--- src/rtl/ps2_pkg.sv ---
// Shared PS/2 constants, game scan codes and the code-tracker state type.
package ps2_pkg;

  localparam logic [7:0] PS2_BREAK      = 8'hF0;
  localparam logic [7:0] PS2_EXT        = 8'hE0;
  localparam int unsigned PS2_FRAME_BITS = 11;

  // Game keys as consumed by Keyboard_Ctrl; arrows carry the E0 prefix.
  localparam logic [7:0] KEY_LEFT  = 8'h6B;
  localparam logic [7:0] KEY_RIGHT = 8'h74;
  localparam logic [7:0] KEY_DOWN  = 8'h72;
  localparam logic [7:0] KEY_P     = 8'h4D;
  localparam logic [7:0] KEY_R     = 8'h2D;

  typedef enum logic [1:0] {
    ST_IDLE    = 2'd0,
    ST_EXT     = 2'd1,
    ST_BRK     = 2'd2,
    ST_EXT_BRK = 2'd3
  } code_state_t;

endpackage

--- src/rtl/ps2_frame_rx.sv ---
// PS/2 frame layer: line synchronisers, clock glitch filter, falling-edge
// detect, 11-bit deserialiser with start/parity/stop checks and idle timeout.
module ps2_frame_rx
  import ps2_pkg::*;
#(
  parameter int unsigned SYNC_STAGES = 2,
  parameter int unsigned FILTER_LEN  = 8,
  parameter int unsigned TIMEOUT_CYC = 50000
) (
  input  logic       i_clk,
  input  logic       i_rst_n,
  input  logic       i_ps2_clk,
  input  logic       i_ps2_data,
  output logic       o_rx_valid,
  output logic [7:0] o_rx_data,
  output logic       o_frame_err
);

  localparam int unsigned FW = $clog2(FILTER_LEN + 1);
  localparam int unsigned TW = $clog2(TIMEOUT_CYC + 1);

  logic [SYNC_STAGES-1:0] r_clk_sync;
  logic [SYNC_STAGES-1:0] r_dat_sync;
  logic                   r_filt;
  logic                   r_filt_d;
  logic [FW-1:0]          r_fcnt;
  logic [3:0]             r_bitcnt;
  logic [9:0]             r_shift;
  logic [TW-1:0]          r_tcnt;
  logic                   r_rx_valid;
  logic [7:0]             r_rx_data;
  logic                   r_err;

  logic                   w_clk_s;
  logic                   w_dat_s;
  logic                   w_fall;
  logic [10:0]            w_frame;
  logic                   w_ok;

  assign w_clk_s = r_clk_sync[SYNC_STAGES-1];
  assign w_dat_s = r_dat_sync[SYNC_STAGES-1];
  assign w_fall  = r_filt_d & ~r_filt;
  // Bits 0..9 are already in the shifter; the stop bit arrives on this edge.
  assign w_frame = {w_dat_s, r_shift};
  assign w_ok    = ~w_frame[0] & w_frame[10] & (^w_frame[9:1]);

  always_ff @(posedge i_clk or negedge i_rst_n) begin
    if (!i_rst_n) begin
      r_clk_sync <= '1;
      r_dat_sync <= '1;
      r_filt     <= 1'b1;
      r_filt_d   <= 1'b1;
      r_fcnt     <= '0;
      r_bitcnt   <= '0;
      r_shift    <= '0;
      r_tcnt     <= '0;
      r_rx_valid <= 1'b0;
      r_rx_data  <= '0;
      r_err      <= 1'b0;
    end else begin
      r_clk_sync <= {r_clk_sync[SYNC_STAGES-2:0], i_ps2_clk};
      r_dat_sync <= {r_dat_sync[SYNC_STAGES-2:0], i_ps2_data};

      if (w_clk_s != r_filt) begin
        if (r_fcnt == FW'(FILTER_LEN - 1)) begin
          r_filt <= w_clk_s;
          r_fcnt <= '0;
        end else begin
          r_fcnt <= r_fcnt + 1'b1;
        end
      end else begin
        r_fcnt <= '0;
      end
      r_filt_d <= r_filt;

      r_rx_valid <= 1'b0;
      r_err      <= 1'b0;
      if (w_fall) begin
        r_tcnt  <= '0;
        r_shift <= {w_dat_s, r_shift[9:1]};
        if (r_bitcnt == 4'(PS2_FRAME_BITS - 1)) begin
          r_bitcnt   <= '0;
          r_rx_valid <= w_ok;
          r_err      <= ~w_ok;
          r_rx_data  <= w_frame[8:1];
        end else begin
          r_bitcnt <= r_bitcnt + 1'b1;
        end
      end else if (r_bitcnt != '0) begin
        if (r_tcnt == TW'(TIMEOUT_CYC - 1)) begin
          r_bitcnt <= '0;
          r_tcnt   <= '0;
          r_err    <= 1'b1;
        end else begin
          r_tcnt <= r_tcnt + 1'b1;
        end
      end else begin
        r_tcnt <= '0;
      end
    end
  end

  assign o_rx_valid  = r_rx_valid;
  assign o_rx_data   = r_rx_data;
  assign o_frame_err = r_err;

endmodule

--- src/rtl/ps2_scan_rx.sv ---
// PS/2 keyboard receiver: resolves E0/F0 prefixes and tracks the most
// recently pressed key as the byte/state pair used by Keyboard_Ctrl.
module ps2_scan_rx
  import ps2_pkg::*;
#(
  parameter int unsigned SYNC_STAGES = 2,
  parameter int unsigned FILTER_LEN  = 8,
  parameter int unsigned TIMEOUT_CYC = 50000
) (
  input  logic       CLK_50M,
  input  logic       RST_N,
  input  logic       ps2k_clk,
  input  logic       ps2k_data,
  output logic [7:0] ps2_byte,
  output logic       ps2_ext,
  output logic       ps2_state,
  output logic       make_pulse,
  output logic       frame_err
);

  code_state_t r_st;
  code_state_t w_nxt;
  logic [7:0]  r_byte;
  logic        r_ext;
  logic        r_held;
  logic        r_make;
  logic        r_err;

  logic        w_valid;
  logic [7:0]  w_data;
  logic        w_err;
  logic        w_is_make;
  logic        w_is_brk;
  logic        w_code_ext;
  logic        w_same;
  logic [7:0]  w_byte;
  logic        w_ext;
  logic        w_held;
  logic        w_make;

  ps2_frame_rx #(
    .SYNC_STAGES (SYNC_STAGES),
    .FILTER_LEN  (FILTER_LEN),
    .TIMEOUT_CYC (TIMEOUT_CYC)
  ) u_frame (
    .i_clk       (CLK_50M),
    .i_rst_n     (RST_N),
    .i_ps2_clk   (ps2k_clk),
    .i_ps2_data  (ps2k_data),
    .o_rx_valid  (w_valid),
    .o_rx_data   (w_data),
    .o_frame_err (w_err)
  );

  always_comb begin
    w_nxt      = r_st;
    w_is_make  = 1'b0;
    w_is_brk   = 1'b0;
    w_code_ext = 1'b0;
    if (w_err) begin
      w_nxt = ST_IDLE;
    end else if (w_valid) begin
      unique case (r_st)
        ST_IDLE: begin
          if (w_data == PS2_EXT)        w_nxt = ST_EXT;
          else if (w_data == PS2_BREAK) w_nxt = ST_BRK;
          else                          w_is_make = 1'b1;
        end
        ST_EXT: begin
          if (w_data == PS2_BREAK) begin
            w_nxt = ST_EXT_BRK;
          end else begin
            w_is_make  = 1'b1;
            w_code_ext = 1'b1;
            w_nxt      = ST_IDLE;
          end
        end
        ST_BRK: begin
          w_is_brk = 1'b1;
          w_nxt    = ST_IDLE;
        end
        ST_EXT_BRK: begin
          w_is_brk   = 1'b1;
          w_code_ext = 1'b1;
          w_nxt      = ST_IDLE;
        end
      endcase
    end

    // A make matching the held key is typematic repeat and leaves outputs alone.
    w_same = r_held && ({w_code_ext, w_data} == {r_ext, r_byte});
    w_byte = r_byte;
    w_ext  = r_ext;
    w_held = r_held;
    w_make = 1'b0;
    if (w_is_make && !w_same) begin
      w_byte = w_data;
      w_ext  = w_code_ext;
      w_held = 1'b1;
      w_make = 1'b1;
    end
    if (w_is_brk && w_same) w_held = 1'b0;
  end

  always_ff @(posedge CLK_50M or negedge RST_N) begin
    if (!RST_N) begin
      r_st   <= ST_IDLE;
      r_byte <= '0;
      r_ext  <= 1'b0;
      r_held <= 1'b0;
      r_make <= 1'b0;
      r_err  <= 1'b0;
    end else begin
      r_st   <= w_nxt;
      r_byte <= w_byte;
      r_ext  <= w_ext;
      r_held <= w_held;
      r_make <= w_make;
      r_err  <= w_err;
    end
  end

  assign ps2_byte   = r_byte;
  assign ps2_ext    = r_ext;
  assign ps2_state  = r_held;
  assign make_pulse = r_make;
  assign frame_err  = r_err;

endmodule

--- config.mk ---
export PLATFORM = sky130hd
export DESIGN_NAME = ps2_scan_rx
export DESIGN_NICKNAME = d
export VERILOG_FILES = /design/src/rtl/ps2_pkg.sv /design/src/rtl/ps2_frame_rx.sv /design/src/rtl/ps2_scan_rx.sv
export SDC_FILE = /design/constraint.sdc
export NUM_CORES = 1
export LEC_CHECK = 0
export CAP_MARGIN = 20
export CORE_MARGIN = 2
export CORE_UTILIZATION = 63
export CTS_CLUSTER_SIZE = 24
export DETAILED_ROUTE_END_ITERATION = 8
export GPL_TIMING_DRIVEN = 0
export PLACE_DENSITY_LB_ADDON = 0.2
export SKIP_CTS_REPAIR_TIMING = 1
export SYNTH_ARGS = -nofsm -noshare
export SYNTH_HDL_FRONTEND = slang
export SYNTH_SLANG_ARGS = --single-unit
--- constraint.sdc ---
create_clock -name CLK_50M -period 5.1 [get_ports CLK_50M]
set_input_delay 1.275 -clock CLK_50M [delete_from_list [all_inputs] [get_ports CLK_50M]]
set_output_delay 1.275 -clock CLK_50M [all_outputs]
set_load 0.02 [all_outputs]
==> metrics.yaml, run 1 <==
maxCapViolCount: 0
cpPeakStageDelay_ns: 0.63
hold_viol: 0
synth_edf_count: 0
synth_ff_type: "dfrtp_1"
cts.sinks: 64
grt_usage: 0.238
htree_levels: 3
layout_commonest_cell: "dfrtp_1"
grt_pass1_vias: 2089
wl_per_cell_um: 14.1
min_from: "u_frame.r_dat_sync[0]"
coreArea_um2: 4440
critPathSlowestCell: "clkdlybuf4s50_1"
rsz0062_at_grt: "no"
die_area_um2: 5240
core.rowCount: 24
drcViolationCount: 0
synth_top_area_cell: "dfrtp_1"
ant_nets: 0
num_antenna_cells: 0
drt_pass1_iterations: 6
cp-start-kind: "register"
fin_crit_sh: 0.517
p_per_area_nw_per_um2: 380
cp_max_fo: 4
io_buffers: 15
first_iter_violations: 85
fin_nets: 312
grt_max_degree: 39
synth_cell_types: 41
cpLargestDelayFamily: "buffers and inverters"
overflow: 0
peakVddDrop_uv: 265
clk_path_buf_depth: 2
finClkSkew_ns: 0.00544
gp_congestion: 0.827
start_util: 0.663
grt_antenna_before_repair: 0
area_growth_pct: 13.2
worstPathBufferInverterCount: 1
r2r_end: "ps2_byte[3]"
r2r_cells: 5
fp.dieH_um: 72.4
min_to: "u_frame.r_dat_sync[1]"
clkLatencyLatePin_ns: 0.33
cts_tree: "yes"
r2r_start: "u_frame.o_rx_data[1]"
status: "complete, no violations"
setup_tns_ns: 0
synth-seq-cells: 64
whs_path_depth: 0
netlist_area_um2: 2950
cts_buffers: 9
async_reset_ff_frac: 1.00
criticalPathCategory: "reg -> out"
fmax_ghz: 0.379
cts_root_buf: "clkbuf_8"
tightest_slew_ns: 0.681
die_w_um: 72.4
synth.top_cell.area_share: 0.492
synth_nets: 285
grt_pass1_wl_um: 9330
arrival_ns: 1.36
ys_seq_area_frac: 0.546
drv_slew: 0
finalCriticalPeriod_ns: 2.64
layout-drive-gt1-share: 0.118
dp.cells: 344
synthTopCellsByArea: "dfrtp_1, nand2_1, xnor2_1"
wl_um: 5020
detailed_place_hpwl_um: 3510
cp-end-kind: "output pin"
fin_cells: 357
mostFrequentLayoutCells: "dfrtp_1, nand2_1, nor2_1"
io_pins: 16
clk_pin_slew_ns: 0.06
vias: 2036
synthCells: 276
leakage_nw: 1.52
cp.required_ns: 3.83
synth.avg_cell_area_um2: 10.7
regToRegSetupSlack_ns: 2.83
setup_viol_count_final: 0
min_path_type: "reg -> reg"
max-slew-margin-rel: 0.544
ys_warn_count: 0
cp_cell_sequence: "clkdlybuf4s50_1"
avgViaCountPerCell: 5.70
[per-stage QoR]
stage	hold WS, ns	util	cell area [µm²]	total power, mW	setup slack (ns)
floorplan	0.345	-	2950	0.838	3.07
global placement	0.346	0.712	3160	0.904	0.764
detailed placement	0.347	0.715	3180	0.915	2.82
CTS	0.356	0.751	3340	1.28	2.45
global route	0.364	0.751	3340	1.35	2.40
finish	0.356	0.751	3340	1.27	2.46
[layout make-up]
class / instances / area, µm²
clock buffer: 12 / 155
timing repair buffer: 16 / 165
inverter: 5 / 18.8
tap: 52 / 65.1
multi-input combinational: 202 / 1300
clock inverter: 1 / 5.00
buffer: 5 / 18.8
sequential: 64 / 1610
fill: 303 / 1110
[power by group]
group          internal [mW]  total, mW  switching (mW)
Combinational          0.114      0.267           0.153
Sequential             0.574      0.639          0.0647
Clock                  0.194      0.362           0.168
[state kept, by name, summed over array words and instances (netlist names), 4 cells and up]
name and flops:
u_frame.r_fcnt 4, u_frame.r_bitcnt 4, u_frame.r_tcnt 16, ps2_byte 8, u_frame.r_shift 10, u_frame.o_rx_data 8
[cells by family after synthesis]
| kind of cell | Yosys count | share of synthesized area |
|---|---|---|
| fa+ha+maj | 5 | 0.0212 |
| compound gates | 29 | 0.0756 |
| flops | 64 | 0.546 |
| simple gates | 124 | 0.199 |
| mux | 12 | 0.0458 |
| buf+inv | 10 | 0.0127 |
| xor+xnor | 32 | 0.0997 |
[per-layer routing]
layer  up-vias  global-route usage  share of wire
met5         -                   0              0
met4         0               0.140          0.018
met3         9              0.0583          0.038
met2        41               0.379           0.50
met1       984               0.296           0.45
li1       1002                   -              -
[synthesized netlist by cell type (2+ instances only)]
library cell,n
nor4b_1,2
dfstp_2,6
nand4_1,3
xor2_1,12
nand3_1,13
clkbuf_1,5
nor2_1,29
inv_1,5
nand2_1,49
a221o_1,5
nand2b_1,4
nor3b_1,2
dfrtp_1,58
mux2_1,2
ha_1,5
o21ai_0,11
xnor2_1,19
nand4b_1,2
nor2b_1,4
mux2_2,10
a21oi_1,4
nor3_1,7
[how the worst max path moves through the flow]
stage / startpoint / endpoint / slack, ns / depth (start not counted)
2_1_floorplan: u_frame.o_rx_data[0] / ps2_byte[0] / 3.07 / 5
3_3_place_gp: RST_N / u_frame.r_tcnt[8] / 0.76 / 1
3_5_place_dp: ps2_byte[7] / ps2_byte[7] / 2.82 / 1
4_1_cts: ps2_byte[7] / ps2_byte[7] / 2.45 / 1
5_1_grt: ps2_byte[3] / ps2_byte[3] / 2.40 / 1
6_report: ps2_byte[7] / ps2_byte[7] / 2.46 / 1
Note: power is estimated with default switching activity, not from simulation.
==> run 2: changes to the inputs <==
--- a/config.mk
+++ b/config.mk
@@ -7,7 +7,7 @@
 export LEC_CHECK = 0
 export CAP_MARGIN = 20
 export CORE_MARGIN = 2
-export CORE_UTILIZATION = 63
+export CORE_UTILIZATION = 59
 export CTS_CLUSTER_SIZE = 24
 export DETAILED_ROUTE_END_ITERATION = 8
 export GPL_TIMING_DRIVEN = 0
==> constraint.sdc (replaced) <==
create_clock -name CLK_50M -period 2.7 [get_ports CLK_50M]
set_input_delay 0.675 -clock CLK_50M [delete_from_list [all_inputs] [get_ports CLK_50M]]
set_output_delay 0.675 -clock CLK_50M [all_outputs]
set_load 0.02 [all_outputs]
==> run 2 against run 1 <==
Compared with the run above: non-clock buffer count is the same; sequential cell count is the same; worst hold slack lost 0.014 ns; sequential power grew 88%; combinational power grew 93%.
==> metrics.yaml, run 2 (synthesis results as in run 1) <==
largest_reg_flops: 16
arrival_ns: 2.54
ant_nets: 0
p_sw_frac: 0.303
cts_root_buf: "clkbuf_8"
cp_max_fo: 10
wl_per_cell_um: 14.0
num_antenna_cells: 0
start_util: 0.616
clk_path_buf_depth: 2
rsz0062_at_grt: "no"
pre_cts_ws_ns: 0.401
comb_power_share: 0.203
r2r_cells: 5
layout_commonest_cell: "dfrtp_1"
first_iter_violations: 132
leakage_nw: 1.54
drv_slew: 0
area_growth_pct: 15.2
r2r_end: "ps2_byte[7]"
min_path_type: "in -> async"
finClkSkew_ns: 0.00778
fin_nets: 312
max-slew-margin-rel: 0.524
seq_power_share: 0.472
die_w_um: 74.7
regMostFlops: "u_frame.r_tcnt"
mostFrequentLayoutCells: "dfrtp_1, nand2_1, nor2_1"
grt_usage: 0.220
finalCriticalPeriod_ns: 2.32
status: "complete, no violations"
gp_congestion: 0.781
p_sw_mw: 0.772
clkLatencyLatePin_ns: 0.34
wl_um: 5250
cpLargestDelayFamily: "compound AO/OA/AOI/OAI gates"
tightest_slew_ns: 0.711
cpPeakStageDelay_ns: 0.53
r2r_start: "u_frame.o_rx_data[1]"
grt_max_degree: 39
fp.dieH_um: 74.7
detailed_place_hpwl_um: 3630
drt_pass1_iterations: 4
fin_cells: 375
die_area_um2: 5580
worstPathBufferInverterCount: 1
cp_cell_sequence: "or3_4 > o31ai_1 > clkbuf_1 > o21ai_0 > a221o_1"
grt_antenna_before_repair: 0
io_buffers: 15
layout-drive-gt1-share: 0.123
internal_power_mw: 1.78
cp.required_ns: 2.92
vias: 2075
regToRegSetupSlack_ns: 0.38
finalWorstSetupSlack_ns: 0.379
grt_pass1_vias: 2033
peakVddDrop_uv: 556
htree_levels: 3
cts_buffers: 9
io_pins: 16
critPathSlowestCell: "o31ai_1"
criticalPathCategory: "reg -> reg"
core.rowCount: 25
drcViolationCount: 0
cp-end-kind: "register"
coreArea_um2: 4790
avgViaCountPerCell: 5.53
hold_viol: 0
dp.cells: 359
clockPowerShare: 0.325
largestRegisters: "u_frame.r_tcnt (16), u_frame.r_shift (10)"
p_per_area_nw_per_um2: 750
cts.sinks: 64
maxCapViolCount: 0
setup_tns_ns: 0
overflow: 0
cp-start-kind: "register"
setup_viol_count_final: 0
clk_pin_slew_ns: 0.07
fin_crit_sh: 0.859
cts_tree: "yes"
fmax_ghz: 0.431
grt_pass1_wl_um: 9140
run 2: changes by cell type in the layout (fill, tap and decap cells not counted), sizes merged:
| cell | change |
|---|---|
| bufinv | +1 |
| clkbuf | +1 |
| clkinv | +1 |
run 2: how the worst max path moves through the flow:
stage                         startpoint                 to  slack [ns]  depth (start not counted)
floorplan           u_frame.o_rx_data[0]        ps2_byte[0]        0.67                          5
global placement                   RST_N  u_frame.r_tcnt[0]       -1.08                          1
detailed placement  u_frame.o_rx_data[0]        ps2_byte[7]        0.40                          5
CTS                 u_frame.o_rx_data[1]        ps2_byte[7]        0.39                          5
global route        u_frame.o_rx_data[1]        ps2_byte[3]        0.22                          5
finish              u_frame.o_rx_data[1]        ps2_byte[7]        0.38                          5
run 2: routing by layer:
layer  share of wire  GRT usage  wire length, µm
met3           0.026     0.0495              138
met5               0          0                0
met4           0.024      0.113              124
met1            0.45      0.279             2360
met2            0.50      0.356             2620
run 2: final cells by class:
cell class,count,area [µm²]
clock inverter,3,40.0
clock buffer,13,159
sequential,64,1610
fill,363,1390
buffer,5,18.8
multi-input combinational,202,1300
timing repair buffer,16,165
tap,67,83.8
inverter,5,18.8
run 2: power by group through the flow:
stage	sequential [mW]	combinational, mW	clock [mW]
floorplan	1.20	0.386	0
global placement	1.21	0.500	0
detailed placement	1.22	0.520	0
CTS	1.20	0.525	0.845
global route	1.22	0.592	0.886
finish	1.20	0.516	0.828
run 2: stage by stage:
stage | hold slack (ns) | cell area (µm²) | power, mW | util
after floorplan | 0.345 | 2950 | 1.58 | -
after global placement | 0.346 | 3180 | 1.71 | 0.665
after detailed placement | 0.347 | 3200 | 1.74 | 0.668
after CTS | 0.354 | 3400 | 2.57 | 0.710
after global routing | 0.363 | 3400 | 2.70 | 0.710
final | 0.342 | 3400 | 2.55 | 0.710
==> run 3: changes to the inputs <==
--- a/config.mk
+++ b/config.mk
@@ -10,6 +10,7 @@
 export CORE_UTILIZATION = 59
 export CTS_CLUSTER_SIZE = 24
 export DETAILED_ROUTE_END_ITERATION = 8
+export GPL_ROUTABILITY_DRIVEN = 0
 export GPL_TIMING_DRIVEN = 0
 export PLACE_DENSITY_LB_ADDON = 0.2
 export SKIP_CTS_REPAIR_TIMING = 1
==> results of run 3 <==
The final DEF is identical to that of run 2; final timing and power are the same.
